==> config.mk <==
export PLATFORM = sky130hd
export DESIGN_NAME = riscv_prog_loader
export DESIGN_NICKNAME = d
export VERILOG_FILES = /design/src/rtl/riscv_loader_pkg.sv /design/src/rtl/riscv_prog_loader_word_asm.sv /design/src/rtl/riscv_prog_loader.sv
export SDC_FILE = /design/constraint.sdc
export NUM_CORES = 1
export LEC_CHECK = 0
export BUFFER_PORTS_ARGS = -buffer_cell sky130_fd_sc_hd__buf_2
export CORE_ASPECT_RATIO = 2
export CORE_UTILIZATION = 58
export CTS_CLUSTER_DIAMETER = 200
export DETAILED_ROUTE_END_ITERATION = 6
export PLACE_DENSITY = 0.86
export SLEW_MARGIN = 20
export SYNTH_ARGS = -nofsm -noshare
export SYNTH_HDL_FRONTEND = slang
export SYNTH_SLANG_ARGS = --single-unit
==> constraint.sdc <==
create_clock -name clk -period 2.7 [get_ports clk]
set_input_delay 0.54 -clock clk [delete_from_list [all_inputs] [get_ports clk]]
set_output_delay 0.54 -clock clk [all_outputs]
set_load 0.1 [all_outputs]
==> src/rtl/riscv_loader_pkg.sv <==
// Shared types and constants for the framed-stream program loader.
package riscv_loader_pkg;

    // Loader FSM states
    typedef enum logic [2:0] {
        S_SYNC,
        S_LEN0,
        S_LEN1,
        S_DATA,
        S_WRITE,
        S_CSUM,
        S_DONE,
        S_ERR
    } loader_state_t;

    // Default frame start marker
    localparam logic [7:0] DEFAULT_SYNC_BYTE = 8'hA5;

    // Bytes per assembled memory word
    localparam int unsigned WORD_BYTES = 8;

    // Field widths of the registered memory write request
    localparam int unsigned PKG_IDX_W = 16;
    localparam int unsigned PKG_XLEN  = 64;

    typedef struct packed {
        logic                 we;
        logic [PKG_IDX_W-1:0] idx;
        logic [PKG_XLEN-1:0]  data;
    } mem_write_t;

endpackage

==> src/rtl/riscv_prog_loader_word_asm.sv <==
// Little-endian word assembler: byte counter, 7-byte history and XOR checksum.
module loader_word_asm
    import riscv_loader_pkg::*;
(
    input  logic        clk,
    input  logic        resetn,
    input  logic        clear,
    input  logic        push,
    input  logic [7:0]  byte_in,
    output logic [63:0] word_next,
    output logic        last_byte,
    output logic [7:0]  csum
);

    // Only the seven earlier bytes are held; the eighth is combined on the fly
    // so the completed word is available on the cycle its last byte arrives.
    logic [55:0] hist_q;
    logic [2:0]  bcnt_q;
    logic [7:0]  csum_q;

    assign word_next = {byte_in, hist_q};
    assign last_byte = (bcnt_q == 3'(WORD_BYTES - 1));
    assign csum      = csum_q;

    // Shift accepted bytes in at the top and fold them into the checksum
    always_ff @(posedge clk) begin
        if (!resetn || clear) begin
            hist_q <= '0;
            bcnt_q <= '0;
            csum_q <= '0;
        end else if (push) begin
            hist_q <= word_next[63:8];
            bcnt_q <= bcnt_q + 3'd1;
            csum_q <= csum_q ^ byte_in;
        end
    end

endmodule

==> src/rtl/riscv_prog_loader.sv <==
// Boot loader: frames a byte stream into 64-bit memory writes and holds the
// core in reset until the frame checksum has verified.
module riscv_prog_loader
    import riscv_loader_pkg::*;
#(
    parameter int unsigned XLEN      = 64,
    parameter logic [63:0] RESETVEC  = 64'h0000_1000,
    parameter int unsigned MEM_IDX_W = 16,
    parameter logic [7:0]  SYNC_BYTE = DEFAULT_SYNC_BYTE
) (
    input  logic                 clk,
    input  logic                 resetn,
    input  logic                 in_valid,
    input  logic [7:0]           in_data,
    output logic                 in_ready,
    output logic                 mem_we,
    output logic [MEM_IDX_W-1:0] mem_widx,
    output logic [XLEN-1:0]      mem_wdata,
    input  logic                 mem_wready,
    output logic                 core_resetn,
    output logic                 load_done,
    output logic                 load_err
);

    localparam logic [MEM_IDX_W-1:0] BASE_IDX = MEM_IDX_W'(RESETVEC >> 3);

    loader_state_t        state_q;
    logic                 in_ready_q;
    mem_write_t           wr_q;
    logic                 core_resetn_q;
    logic                 load_done_q;
    logic                 load_err_q;
    logic [15:0]          len_q;
    logic [15:0]          wcnt_q;

    logic                 accept;
    logic                 sync_hit;
    logic                 start_frame;
    logic                 asm_push;
    logic [63:0]          word_next;
    logic                 last_byte;
    logic [7:0]           acc_csum;
    logic [MEM_IDX_W-1:0] idx_next;

    assign accept      = in_valid && in_ready_q;
    assign sync_hit    = accept && (in_data == SYNC_BYTE);
    assign start_frame = sync_hit &&
                         (state_q == S_SYNC || state_q == S_DONE || state_q == S_ERR);
    assign asm_push    = accept && (state_q == S_DATA);
    assign idx_next    = BASE_IDX + MEM_IDX_W'(wcnt_q);

    assign in_ready    = in_ready_q;
    assign mem_we      = wr_q.we;
    assign mem_widx    = MEM_IDX_W'(wr_q.idx);
    assign mem_wdata   = XLEN'(wr_q.data);
    assign core_resetn = core_resetn_q;
    assign load_done   = load_done_q;
    assign load_err    = load_err_q;

    loader_word_asm u_asm (
        .clk       (clk),
        .resetn    (resetn),
        .clear     (start_frame),
        .push      (asm_push),
        .byte_in   (in_data),
        .word_next (word_next),
        .last_byte (last_byte),
        .csum      (acc_csum)
    );

    // Frame parser, write handshake and core reset control
    always_ff @(posedge clk) begin
        if (!resetn) begin
            state_q       <= S_SYNC;
            in_ready_q    <= 1'b1;
            wr_q          <= '0;
            core_resetn_q <= 1'b0;
            load_done_q   <= 1'b0;
            load_err_q    <= 1'b0;
            len_q         <= '0;
            wcnt_q        <= '0;
        end else begin
            unique case (state_q)
                S_SYNC, S_DONE, S_ERR: begin
                    if (start_frame) begin
                        state_q       <= S_LEN0;
                        wcnt_q        <= '0;
                        core_resetn_q <= 1'b0;
                        load_done_q   <= 1'b0;
                        load_err_q    <= 1'b0;
                    end
                end
                S_LEN0: begin
                    if (accept) begin
                        len_q[7:0] <= in_data;
                        state_q    <= S_LEN1;
                    end
                end
                S_LEN1: begin
                    if (accept) begin
                        len_q[15:8] <= in_data;
                        state_q     <= ({in_data, len_q[7:0]} == 16'd0) ? S_CSUM : S_DATA;
                    end
                end
                S_DATA: begin
                    if (accept && last_byte) begin
                        state_q    <= S_WRITE;
                        in_ready_q <= 1'b0;
                        wr_q.we    <= 1'b1;
                        wr_q.idx   <= PKG_IDX_W'(idx_next);
                        wr_q.data  <= word_next;
                    end
                end
                S_WRITE: begin
                    if (mem_wready) begin
                        wr_q.we    <= 1'b0;
                        in_ready_q <= 1'b1;
                        wcnt_q     <= wcnt_q + 16'd1;
                        state_q    <= ((wcnt_q + 16'd1) == len_q) ? S_CSUM : S_DATA;
                    end
                end
                S_CSUM: begin
                    if (accept) begin
                        if (in_data == acc_csum) begin
                            state_q       <= S_DONE;
                            core_resetn_q <= 1'b1;
                            load_done_q   <= 1'b1;
                        end else begin
                            state_q    <= S_ERR;
                            load_err_q <= 1'b1;
                        end
                    end
                end
                default: state_q <= S_SYNC;
            endcase
        end
    end

endmodule

### Word-level counts from Yosys, hierarchy flattened

Cells that the tools add are included.

| storage, ports and cells | value |
|---|---|
| bits in registers | 186 |
| input port bits | 12 |
| output and inout bits | 85 |
| logic and storage cells | 85 |

| operators by class | value |
|---|---|
| add/sub/neg operators | 3 |
| equal/unequal tests | 19 |
| multiplexer cells | 26 |
| bitwise gates (word level) | 1 |
| reductions and logical operators | 23 |

Operator list:

| operator | count |
|---|---|
| $mux W81 | 1 |
| $mux W16 | 2 |
| $pmux W16 S2 | 1 |
| $mux W3 | 8 |
| $pmux W3 S6 | 1 |
| $add A10 B16 Y16 const A | 1 |
| $add A16 B1 Y16 const B | 1 |
| $eq A16 B16 Y1 | 1 |
| $logic_not A16 Y1 | 1 |
| $eq A3 B3 Y1 const B | 5 |
| $ne A2 B2 Y1 const B | 6 |
| $mux W1 | 9 |
| $eq A8 B8 Y1 | 1 |
| $eq A8 B8 Y1 const B | 1 |
| $pmux W1 S2 | 4 |
| $reduce_and A4 Y1 | 2 |
| $xor A8 B8 Y8 | 1 |
| $eq A3 B2 Y1 const B | 2 |
| $reduce_and A2 Y1 | 3 |
| $reduce_and A3 Y1 | 2 |
| $reduce_and A6 Y1 | 1 |
| $reduce_bool A2 Y1 | 3 |
| $logic_and A1 B1 Y1 | 5 |
| $ne A2 B1 Y1 const B | 2 |
| other kinds (6) | 8 |

### Longest topological paths before layout

| logic depth | value |
|---|---|
| depth in word-level cells | 6 |
| depth in mapped cells | 8 |
| mapped depth without buffers | 8 |

### Cells and area by module

Synthesis repeated with hierarchy kept, for this count alone.

| unflattened totals | value |
|---|---|
| cells, all modules | 884 |
| area, all modules | 7933.9 sq um |

Modules (own cells, without submodules):

| module | times used | cells an instance | area an instance (sq um) | seq. area each (sq um) |
|---|---|---|---|---|
| riscv_prog_loader | 1 | 649 | 5405.2 | 2382.3 |
| loader_word_asm | 1 | 235 | 2528.7 | 1341.3 |

### Worst setup path before layout

OpenSTA, ideal clock, no wires.

| path | value |
|---|---|
| kind | register to register |
| start point | register in_ready_q, in the netlist in_ready |
| end point | register wcnt_q[7] |
| library setup time | 128 ps |
| arrival | 2434 ps |
| data required time | 2572 ps |
| setup slack | 139 ps |
| stages on the path, launching flop included | 7 |
| buffers on the path | 1 |
| clock period less this slack | 2561 ps |
| cells stage by stage | dfxtp_1 -> nand2_1 -> or4_4 -> o21a_1 -> buf_6 -> a211oi_2 -> nor2_1 |

| between the ends | value |
|---|---|
| word-level cells in the longest chain between the ends | 5 |

RTL lines:

| what | line | text |
|---|---|---|
| from (decl) | riscv_prog_loader.sv:28 | `logic in_ready_q;` |
| from (signal assigned) | riscv_prog_loader.sv:75 | `in_ready_q <= 1'b1;` |
| from (signal assigned) | riscv_prog_loader.sv:108 | `in_ready_q <= 1'b0;` |
| from (signal assigned) | riscv_prog_loader.sv:117 | `in_ready_q <= 1'b1;` |
| $logic_and A1 B1 Y1 | riscv_prog_loader.sv:45 | `assign accept = in_valid && in_ready_q;` |
| $logic_and A1 B1 Y1 | riscv_prog_loader.sv:46 | `assign sync_hit = accept && (in_data == SYNC_BYTE);` |
| $logic_and A1 B1 Y1 | riscv_prog_loader.sv:47 | `assign start_frame = sync_hit &&` |
| $ne A2 B1 Y1 (no source line) | -- |  |
| $reduce_and A3 Y1 (no source line) | -- |  |
| to (signal assigned) | riscv_prog_loader.sv:118 | `wcnt_q <= wcnt_q + 16'd1;` |
| to (decl) | riscv_prog_loader.sv:34 | `logic [15:0] wcnt_q;` |

Every way passes these cells.
A chain may end at the register's enable or synchronous reset.

### Worst setup path in the final report

| path | value |
|---|---|
| start point | register wcnt_q[1] |
| end point | register state_q[1] |

| between the ends | value |
|---|---|
| word-level cells in the longest chain between the ends | 5 |

RTL lines:

| what | line | text |
|---|---|---|
| $add A16 B1 Y16 | riscv_prog_loader.sv:119 | `state_q <= ((wcnt_q + 16'd1) == len_q) ? S_CSUM : S_DATA;` |
| $eq A16 B16 Y1 | riscv_prog_loader.sv:119 |  |
| $mux W3 | riscv_prog_loader.sv:119 |  |
| $mux W3 | riscv_prog_loader.sv:115 | `if (mem_wready) begin` |
| $pmux W3 S6 | riscv_prog_loader.sv:83 | `unique case (state_q)` |
| to (signal assigned) | riscv_prog_loader.sv:102 | `state_q <= ({in_data, len_q[7:0]} == 16'd0) ? S_CSUM : S_DATA;` |
| to (signal assigned) | riscv_prog_loader.sv:119 |  |
| to (decl) | riscv_prog_loader.sv:27 | `loader_state_t state_q;` |

Every way passes these cells. The select of a mux whose other input is x is not followed.

==> run_summary.xml <==
<?xml version="1.0" encoding="UTF-8"?>
<metrics>
  <group name="pwr">
    <metric name="p_per_area" unit="nW/um2">639</metric>
    <metric name="report.power.total" unit="mW">5.71</metric>
    <metric name="ir_worst_vdd" unit="uV">504</metric>
    <metric name="power.static_leakage" unit="nW">3.35</metric>
  </group>
  <group name="detailed_routing">
    <metric name="dr.max_layer_used" unit="">met4</metric>
    <metric name="drc_violation_count_after_routing" unit="">0</metric>
    <metric name="drtPass1Iterations" unit="">5</metric>
    <metric name="drt_total_wl" unit="mm">19.3</metric>
    <metric name="routedWlPerCell" unit="um">16.3</metric>
    <metric name="detail_route.vias_per_cell" unit="">5.80</metric>
    <metric name="dr_wl_met2" unit="mm">10.6</metric>
    <metric name="met3WireLength" unit="um">794</metric>
    <metric name="routed_length_on_met1" unit="mm">6.84</metric>
    <metric name="postRouteAntennaNets" unit="">0</metric>
    <metric name="drt_first_iter_violations" unit="">491</metric>
    <metric name="detailroute.via_count" unit="">6865</metric>
  </group>
  <group name="floorplanning">
    <metric name="die_height" unit="um">165</metric>
    <metric name="design.die.area" unit="um2">13800</metric>
    <metric name="placeableCoreArea" unit="um2">13000</metric>
    <metric name="placement_rows" unit="">59</metric>
    <metric name="floorplan.io_pins" unit="">97</metric>
    <metric name="die_width" unit="um">83.6</metric>
    <metric name="floorplan.initialDensity" unit="">0.595</metric>
  </group>
  <group name="yosys">
    <metric name="ys_top_cells_by_count" unit="">291 x nand2_1, 186 x dfxtp_1, 81 x a21oi_1</metric>
    <metric name="synthesized_nets" unit="">971</metric>
    <metric name="yosys.cell_types.count" unit="">55</metric>
    <metric name="leading_register_cell_type_out_of_synthesis" unit="">dfxtp_1</metric>
    <metric name="synth_cells" unit="">955</metric>
    <metric name="post-synth-top-count-cell" unit="">nand2_1</metric>
    <metric name="ys_top_cells_by_area" unit="">dfxtp_1 48%, nand2_1 14%, a21boi_0 6.8%, a21oi_1 5.2%, xor2_1 2.7%</metric>
    <metric name="netlist.top_cell.by_area" unit="">dfxtp_1</metric>
    <metric name="synth_seq_area_share" unit="">0.482</metric>
    <metric name="syn-cell-area" unit="um2">7730</metric>
    <metric name="synth_enable_flop_cells" unit="">0</metric>
    <metric name="async_reset_ff_frac" unit="">0</metric>
    <metric name="yosysWarningCount" unit="">0</metric>
    <metric name="avgSynthCellArea" unit="um2">8.09</metric>
    <metric name="post-synth-top-area-fraction" unit="">0.482</metric>
    <metric name="synth_seq_cells" unit="">186</metric>
  </group>
  <group name="critical_path">
    <metric name="start_to_end_type_of_the_worst_setup_path" unit="">register to register</metric>
    <metric name="setup.reg_to_reg.worst_slack" unit="ps">310</metric>
    <metric name="type_of_element_launching_the_critical_path" unit="">register</metric>
    <metric name="setup.worst_path.start" unit="">wcnt_q[1]$_SDFFE_PN0P_</metric>
    <metric name="timing.critical_path.required" unit="ps">2990</metric>
    <metric name="r2r-start" unit="">wcnt_q[1]$_SDFFE_PN0P_</metric>
    <metric name="critPathArrivalTime" unit="ps">2680</metric>
    <metric name="critical_path.max_fanout" unit="">6</metric>
    <metric name="critical_path.endpoint_type" unit="">register</metric>
  </group>
  <group name="hold_path">
    <metric name="holdCritStartpoint" unit="">in_data[4]</metric>
    <metric name="hold_path_class" unit="">input port to register</metric>
  </group>
  <group name="clock_tree">
    <metric name="cts_repair_resize_count" unit="">0</metric>
    <metric name="path_clk_slew" unit="ps">70</metric>
    <metric name="cts_setup_buffers" unit="">0</metric>
    <metric name="root_buffer" unit="">clkbuf_16</metric>
    <metric name="cts-hold-fix-buffers" unit="">0</metric>
    <metric name="cts_max_path_buffers" unit="">2</metric>
    <metric name="clock_sinks" unit="">186</metric>
    <metric name="clock_tree_from_tritoncts" unit="">built</metric>
    <metric name="cts_h_tree_depth" unit="">4</metric>
    <metric name="cts_made_buffers" unit="">17</metric>
    <metric name="clock_network_latency_to_the_later_pin_of_the_worst_skew_pair" unit="ps">430</metric>
  </group>
  <group name="placed_design">
    <metric name="detailedPlacementHpwl" unit="mm">13.3</metric>
    <metric name="placement.io_buffers" unit="">96</metric>
    <metric name="place.gp.congestion" unit="">0.971</metric>
  </group>
  <group name="sta">
    <metric name="min_period_over_period" unit="">0.886</metric>
    <metric name="hold_violations" unit="">0</metric>
    <metric name="unrepaired_setup_endpoints_after_global_routing" unit="">no</metric>
    <metric name="maxSlewHeadroom" unit="">0.300</metric>
    <metric name="setup-violations-final" unit="">0</metric>
    <metric name="final.min_clock_period" unit="ps">2390</metric>
    <metric name="fin_worst_hold_slack" unit="ps">443</metric>
    <metric name="timing_max_transition_violations_final" unit="">0</metric>
    <metric name="setup-tns-final" unit="ps">0</metric>
    <metric name="tightestPinTransition" unit="ps">1050</metric>
    <metric name="final.setup_skew" unit="ps">15.3</metric>
    <metric name="max_freq" unit="GHz">0.418</metric>
  </group>
  <group name="grt">
    <metric name="initial_antenna_violation_count" unit="">0</metric>
    <metric name="grt_pass1_wl" unit="mm">30.6</metric>
    <metric name="grtUsageTotal" unit="">0.280</metric>
    <metric name="first_global_vias" unit="">6292</metric>
    <metric name="largest_net_degree_at_the_start_of_global_routing" unit="">67</metric>
    <metric name="overflow" unit="">0</metric>
  </group>
  <group name="final_layout">
    <metric name="design.final.nets" unit="">1034</metric>
    <metric name="antenna-diode-count" unit="">0</metric>
    <metric name="fillerInstances" unit="">1014</metric>
    <metric name="fraction_of_layout_instances_using_a_drive_strength_above_1" unit="">0.155</metric>
    <metric name="utilization" unit="">0.688</metric>
    <metric name="register_area" unit="um2">3720</metric>
    <metric name="multi_input_area" unit="um2">3700</metric>
    <metric name="area_growth_syn_to_layout" unit="%">15.6</metric>
  </group>
  <group name="flow_run">
    <metric name="timing.max_cap.violations" unit="">0</metric>
  </group>
  <group name="run_status">
    <metric name="outcome" unit="">finished, final reports clean</metric>
  </group>
</metrics>
==> kinds of logic after synthesis <==
group                    after synthesis  share of synthesized area
adder cells (fa/ha/maj)                4                    0.00648
buffers and inverters                 79                     0.0419
flip-flops                           186                      0.482
AO/OA/AOI/OAI                        210                      0.171
multiplexers                          17                     0.0220
AND/OR/NAND/NOR                      423                      0.236
XOR/XNOR                              36                     0.0408
==> layout make-up <==
| type | instances | area share |
|---|---|---|
| Clock buffer | 18 | 0.0492 |
| Clock inverter | 14 | 0.0181 |
| Inverter | 7 | 0.00294 |
| Multi-Input combinational cell | 690 | 0.414 |
| Sequential cell | 186 | 0.417 |
| Tap cell | 152 | 0.0213 |
| Timing Repair Buffer | 116 | 0.0776 |
==> worst max-delay path, cell delays in order, from the launching register on <==
cell,delay [ps]
dfxtp_1,440
ha_1,300
nand3_1,180
or3_1,460
a21oi_1,150
o22ai_1,90
nor4_1,470
o21ai_0,160
==> state kept, by name, summed over array words and instances, names as in the netlist <==
name and cells:
mem_wdata 64, u_asm.hist_q 56, len_q 16, mem_widx 16, wcnt_q 16, u_asm.csum 8, state_q 3, u_asm.bcnt_q 3
in_ready 1, load_done 1, load_err 1, mem_we 1
==> report_power, final <==
group	switching, mW	total [mW]	internal [mW]
logic	0.232	0.390	0.157
registers	0.0639	2.84	2.78
clock network	1.15	2.48	1.33
total	1.44	5.71	4.27
==> cell usage in the layout (no fill, tap or decap), types with 3 or more instances in the layout <==
master and count:
dfxtp_1 186, and3_1 5, buf_12 5, clkinv_4 5, clkbuf_16 17, a21oi_1 81
clkinv_8 3, o21ai_0 25, o211a_1 4, nor4_1 7, buf_4 15, nand2b_1 6
xnor2_1 12, nand4_1 6, a21boi_0 70, nand2_1 290, nor3b_1 3, nand3_1 22
xor2_1 24, mux2i_1 17, inv_6 3, or3_1 7, nor2b_1 6, a31oi_1 11
nor2_1 42, nor3_1 7, buf_2 96, nand3b_1 5, inv_1 7, and4_1 3
ha_1 4
==> metrics by stage <==
stage                     instances  setup WS, ps  instance area (um2)
after floorplan                 955           139                 7730
after global placement         1151           117                 8330
after detailed placement       1151          70.8                 8330
after CTS                      1183           402                 8930
after global routing           1183           149                 8930
final                          1183           307                 8930
==> metal layers <==
layer / vias up / GRT usage
met5: - / 0
met4: 0 / 0.184
met3: 73 / 0.0452
met2: 241 / 0.524
met1: 3220 / 0.284
li1: 3331 / -
==> final timing paths <==
path,endpoint,cells after the start
max reg2reg,state_q[1]$_SDFFE_PN0P_,7
min reg2reg,mem_wdata[31]$_SDFFE_PN0P_,2
max,state_q[1]$_SDFFE_PN0P_,7
min,mem_wdata[60]$_SDFFE_PN0P_,3
Power figures use the tool's default switching activity.
